<file path="config.mk">
export PLATFORM = sky130hd
export DESIGN_NAME = tick_gen_frac
export DESIGN_NICKNAME = d
export VERILOG_FILES = /design/src/rtl/tick_pkg.sv /design/src/rtl/tick_subdiv.sv /design/src/rtl/tick_gen_frac.sv
export SDC_FILE = /design/constraint.sdc
export NUM_CORES = 1
export LEC_CHECK = 0
export ABC_AREA = 1
export CORE_UTILIZATION = 62
export CTS_CLUSTER_SIZE = 40
export DETAILED_ROUTE_END_ITERATION = 12
export PLACE_DENSITY = 0.81
export SETUP_SLACK_MARGIN = 0.3
export SLEW_MARGIN = 20
export SYNTH_ARGS = -nofsm -noshare
export SYNTH_HDL_FRONTEND = slang
export SYNTH_SLANG_ARGS = --single-unit
</file>
<file path="constraint.sdc">
create_clock -name clk_i -period 4.48 [get_ports clk_i]
set_clock_uncertainty 0.1 [all_clocks]
set_input_delay 0.448 -clock clk_i [delete_from_list [all_inputs] [get_ports clk_i]]
set_output_delay 0.448 -clock clk_i [all_outputs]
set_load 0.1 [all_outputs]
</file>
<file path="src/rtl/tick_pkg.sv">
// Shared definitions for the fractional-N tick generator.
//   DIV_W / FRAC_W / SUB_W : default field widths
//   DEFAULT_DIV            : integer divider after reset (period = DIV+1)
//   tick_cfg_t             : {div_int, div_frac}, used for shadow and active config
package tick_pkg;

   localparam int DIV_W       = 10;
   localparam int FRAC_W      = 8;
   localparam int SUB_W       = 8;
   localparam int DEFAULT_DIV = 999;

   typedef struct packed {
      logic [DIV_W-1:0]  div_int;
      logic [FRAC_W-1:0] div_frac;
   } tick_cfg_t;

endpackage

</file>
<file path="src/rtl/tick_subdiv.sv">
// One sub-tick channel: counts main terminals and pulses once every div_i+1.
//   clk_i, rst_ni : clock, async active-low reset
//   clr_i         : restart (disable or sync), counter forced to 0
//   adv_i         : main terminal, advance the counter
//   div_i         : divider M, sampled live at each advance
//   tick_o        : registered pulse, coincident with the main tick
module tick_subdiv #(
   parameter int SUB_W = 8
) (
   input  logic             clk_i,
   input  logic             rst_ni,
   input  logic             clr_i,
   input  logic             adv_i,
   input  logic [SUB_W-1:0] div_i,
   output logic             tick_o
);

   logic [SUB_W-1:0] scnt;

   always_ff @(posedge clk_i or negedge rst_ni) begin
      if (!rst_ni) begin
         scnt   <= '0;
         tick_o <= 1'b0;
      end else if (clr_i) begin
         scnt   <= '0;
         tick_o <= 1'b0;
      end else if (adv_i) begin
         // >= so that lowering M below the running count wraps immediately
         if (scnt >= div_i) begin
            scnt   <= '0;
            tick_o <= 1'b1;
         end else begin
            scnt   <= scnt + SUB_W'(1);
            tick_o <= 1'b0;
         end
      end else begin
         tick_o <= 1'b0;
      end
   end

endmodule

</file>
<file path="src/rtl/tick_gen_frac.sv">
// Programmable fractional-N tick generator with NUM_SUB derived sub-ticks.
//   clk_i, rst_ni           : clock, async active-low reset
//   en_i                    : enable; low holds all phase state at 0
//   sync_i                  : phase restart pulse
//   cfg_we_i                : load div_int_i/div_frac_i into the shadow
//   div_int_i, div_frac_i   : integer N and fractional F of the period
//   cfg_pend_o              : shadow loaded but not yet applied
//   sub_div_i               : per-channel sub divider M[k]
//   tick_o, sub_tick_o      : registered one-cycle pulses
// Average period is N + 1 + F/2^FRAC_W cycles. DIV_W/FRAC_W must match the
// package widths, since tick_cfg_t carries the config fields.
module tick_gen_frac
   import tick_pkg::*;
#(
   parameter int DIV_W       = tick_pkg::DIV_W,
   parameter int FRAC_W      = tick_pkg::FRAC_W,
   parameter int DEFAULT_DIV = tick_pkg::DEFAULT_DIV,
   parameter int NUM_SUB     = 2,
   parameter int SUB_W       = tick_pkg::SUB_W
) (
   input  logic                     clk_i,
   input  logic                     rst_ni,
   input  logic                     en_i,
   input  logic                     sync_i,
   input  logic                     cfg_we_i,
   input  logic [DIV_W-1:0]         div_int_i,
   input  logic [FRAC_W-1:0]        div_frac_i,
   output logic                     cfg_pend_o,
   input  logic [NUM_SUB*SUB_W-1:0] sub_div_i,
   output logic                     tick_o,
   output logic [NUM_SUB-1:0]       sub_tick_o
);

   // cnt is one bit wider than N: the extended terminal N+1 must fit
   logic [DIV_W:0]  cnt;
   logic [FRAC_W-1:0] acc;
   logic              ext;
   tick_cfg_t         active_q, shadow_q;
   logic              pend_q;

   logic [DIV_W:0]  term_cnt;
   logic [FRAC_W:0] acc_sum;
   logic            terminal, clr, apply;

   assign term_cnt = {1'b0, active_q.div_int} + (DIV_W+1)'(ext);
   assign acc_sum  = {1'b0, acc} + {1'b0, active_q.div_frac};
   assign clr      = !en_i || sync_i;
   // sync beats terminal: no tick on a sync cycle
   assign terminal = en_i && !sync_i && (cnt == term_cnt);
   assign apply    = pend_q && (clr || terminal);

   always_ff @(posedge clk_i or negedge rst_ni) begin
      if (!rst_ni) begin
         cnt    <= '0;
         acc    <= '0;
         ext    <= 1'b0;
         tick_o <= 1'b0;
      end else if (clr) begin
         cnt    <= '0;
         acc    <= '0;
         ext    <= 1'b0;
         tick_o <= 1'b0;
      end else if (terminal) begin
         cnt    <= '0;
         acc    <= acc_sum[FRAC_W-1:0];
         ext    <= acc_sum[FRAC_W];   // carry stretches the next period by one
         tick_o <= 1'b1;
      end else begin
         cnt    <= cnt + (DIV_W+1)'(1);
         tick_o <= 1'b0;
      end
   end

   // Apply uses the shadow as it was before this cycle's write, so a write
   // coinciding with a boundary lands in the shadow and waits for the next one.
   always_ff @(posedge clk_i or negedge rst_ni) begin
      if (!rst_ni) begin
         active_q <= '{div_int: DIV_W'(DEFAULT_DIV), div_frac: '0};
         shadow_q <= '0;
         pend_q   <= 1'b0;
      end else begin
         if (apply)    active_q <= shadow_q;
         if (cfg_we_i) shadow_q <= '{div_int: div_int_i, div_frac: div_frac_i};
         if (cfg_we_i)   pend_q <= 1'b1;
         else if (apply) pend_q <= 1'b0;
      end
   end

   assign cfg_pend_o = pend_q;

   for (genvar k = 0; k < NUM_SUB; k++) begin : g_sub
      tick_subdiv #(.SUB_W(SUB_W)) u_sub (
         .clk_i  (clk_i),
         .rst_ni (rst_ni),
         .clr_i  (clr),
         .adv_i  (terminal),
         .div_i  (sub_div_i[k*SUB_W +: SUB_W]),
         .tick_o (sub_tick_o[k])
      );
   end

endmodule

</file>
==> flow_summary.json <==
{
  "cpPeakStageDelay_ns": 0.55,
  "port_buffers": 42,
  "grt_max_degree": 53,
  "grt_pass1_vias": 3680,
  "swShare_pct": 29.7,
  "worstPathMaxFanout": 42,
  "dpl.cell_count": 706,
  "synth_area_um2": 4470,
  "cts_buffers": 9,
  "path_buf_inv": 0,
  "seq_area_frac_synth_pct": 42.8,
  "cellLeakagePower_nw": 2.57,
  "wl_um": 9430,
  "comb_power_share_pct": 15.5,
  "reg2reg_to": "active_q[5]",
  "power.switching_mw": 0.464,
  "endpoint_kind": "register",
  "hold_class": "register to register",
  "crit_path_cell_trace": "ha_1 > ha_1 > nand2_2 > nor2_2 > nand2_1 > o21ai_1 > nand2_1 > nor2_2 > nand3_4 > nand2_4 > nand2_4 > nand2_1 > nand2_1",
  "yosys_warnings": 0,
  "ir_drop_mv": 0.244,
  "clk_pin_slew_ns": 0.09,
  "met2_usage_pct": 46.0,
  "cp.arrival_ns": 3.43,
  "vias": 3916,
  "setup_viol_count_final": 0,
  "worstPathRequired_ns": 4.62,
  "ys_top_cells_by_area": "dfrtp_1, nand2_1, nand3_1",
  "routabilityCongestion": 0.895,
  "intPower_mw": 1.10,
  "r2r_slack_ns": 1.20,
  "avgSynthCellArea_um2": 7.66,
  "syn_nets": 653,
  "die_x_um": 86.9,
  "tritoncts": "yes",
  "critPathLaunchType": "register",
  "synthArstFlopShare_pct": 100,
  "hold_viol": 0,
  "rows": 30,
  "crit_cells": 13,
  "period_share_pct": 73.3,
  "grt_first_pass_wirelength_um": 16200,
  "synth-seq-cells": 76,
  "finalCoreUtilization_pct": 74.8,
  "post_cts_buffers": 0,
  "root_buffer": "clkbuf_8",
  "met1_usage_pct": 36.2,
  "rsz0062_at_grt": "false",
  "routedWlPerCell_um": 13.0,
  "fin_nets": 691,
  "core_um2": 6870,
  "crit_family": "simple AND/OR/NAND/NOR gates",
  "drive_above_1_share_pct": 6.70,
  "crit_top_cell": "nand2_1",
  "start_util_pct": 65.1,
  "dieArea_um2": 7560,
  "maxCapViolCount": 0,
  "fmax_ghz": 0.304,
  "globalRouteOverflowTotal": 0,
  "slowest_stage": "dfstp_2",
  "ant_nets": 0,
  "grt-busiest-layer": "met2",
  "yosysTopAreaCell": "dfrtp_1",
  "syn_to_final_growth_pct": 14.9,
  "use_met3_pct": 5.69,
  "post-route-drc-count": 0,
  "io_pins": 43,
  "cp-startpoint": "active_q[8]",
  "clock_power_share_pct": 34.4,
  "slew_viol_final": 0,
  "cts_hold_buf": 1,
  "status": "completed",
  "synth_top_area_share_pct": 38.1,
  "drtIter0Drc": 231,
  "synth.most_common_cell": "nand2_1",
  "synth_cell_type_count": 31,
  "finalSetupTns_ns": 0,
  "critPathKind": "register to register",
  "tightest_slew_ns": 0.982,
  "nFillCells": 548,
  "clkSinkCount": 76,
  "p_seq_share_pct": 50.1,
  "htree_levels": 3,
  "clk_latency_ns": 0.36,
  "reg2reg_depth": 13,
  "fp.dieH_um": 86.9,
  "cts_resized": 0,
  "synthCells": 584,
  "clockBufferDepth": 2,
  "antenna_cells": 0,
  "relSlewSlack_pct": 34.3,
  "grt_usage_pct": 27.8,
  "crit_path_end": "active_q[5]",
  "period_minus_slack_ns": 3.28,
  "final-instance-count-excl-fill": 723,
  "viasPerCell": 5.42,
  "dpl.hpwl_um": 6820,
  "r2r-start": "active_q[8]",
  "antenna_found_initial": 0,
  "power.density_nw_per_um2": 305,
  "synth_commonest_cells": "nand2_1, nand3_1, dfrtp_1, inv_1, nor2_1",
  "synth_enable_flop_cells": 0,
  "synthFlopType": "dfrtp_1",
  "dr.pass1.iters": 5
}
-- cell families (layout without fill, tap and decap cells) --
kind of cell | count (synthesis) | after routing | share of synthesized area [%]
compound gates | 40 | 40 | 4.78
flops | 76 | 76 | 42.8
xor+xnor | 16 | 16 | 3.13
fa+ha+maj | 30 | 30 | 8.56
simple gates | 337 | 337 | 32.9
buf+inv | 85 | 128 | 7.86
-- worst reg2reg max path, stage by stage (launching register included) --
cell	delay, ns
dfstp_2	0.55
ha_1	0.28
ha_1	0.27
nand2_2	0.10
nor2_2	0.14
nand2_1	0.10
o21ai_1	0.18
nand2_1	0.10
nor2_2	0.18
nand3_4	0.30
nand2_4	0.47
nand2_4	0.23
nand2_1	0.12
nand2_1	0.07
-- through the flow --
stage | hold slack (ns) | setup WS [ns] | cell area, um^2 | power (mW)
6_report | 0.374 | 1.20 | 5140 | 1.56
3_3_place_gp | 0.356 | 1.50 | 4920 | 1.02
4_1_cts | 0.380 | 1.25 | 5140 | 1.57
5_1_grt | 0.394 | 0.960 | 5140 | 1.64
2_1_floorplan | 0.0524 | 2.11 | 4470 | 0.943
3_5_place_dp | 0.361 | 1.30 | 4920 | 1.03
-- how the worst min path moves through the flow --
stage | from | end | slack (ns) | cells after the start
after global routing | shadow_q[2] | shadow_q[2] | 0.39 | 2
after floorplan | rst_ni | acc[0] | 0.05 | 0
after global placement | shadow_q[1] | shadow_q[1] | 0.36 | 2
after CTS | shadow_q[3] | shadow_q[3] | 0.38 | 2
final | shadow_q[3] | shadow_q[3] | 0.37 | 2
after detailed placement | shadow_q[10] | shadow_q[10] | 0.36 | 2
-- cells in the final DEF (no fill, tap or decap), types with 8 or more instances in the layout --
cell type,count
a21oi_1,15
clkbuf_8,9
clkdlybuf4s50_1,41
dfrtp_1,68
dfstp_2,8
ha_1,29
inv_1,66
nand2_1,184
nand3_1,81
nor2_1,38
o21ai_0,17
xor2_1,9
-- power by group through the flow --
stage / combinational [mW] / sequential, mW / clock (mW)
floorplan: 0.158 / 0.785 / 0
global placement: 0.227 / 0.793 / 0
detailed placement: 0.240 / 0.795 / 0
CTS: 0.243 / 0.782 / 0.544
global route: 0.275 / 0.789 / 0.579
finish: 0.242 / 0.784 / 0.539
-- flip-flops by register name (all words and copies together), names as in the netlist --
signal              flops
active_q               18
tick_o                  1
acc                     8
ext                     1
shadow_q               18
g_sub.u_sub.tick_o      2
cnt                    11
g_sub.u_sub.scnt       16
cfg_pend_o              1
-- cell type report --
class	instances	area [um^2]	share of cell area, %
tap	96	120	2.34
clock inverter	7	78.8	1.53
timing repair buffer	45	440	8.57
multi-input combinational	423	2210	43.0
clock buffer	9	124	2.41
sequential	76	1910	37.2
inverter	67	251	4.90
-- routing by layer --
layer | wire length (um) | part of all wire (%)
met2 | 4460 | 47
met5 | 0 | 0
met3 | 529 | 5.6
met4 | 152 | 1.6
met1 | 4300 | 46
Power figures use the tool's default switching activity.
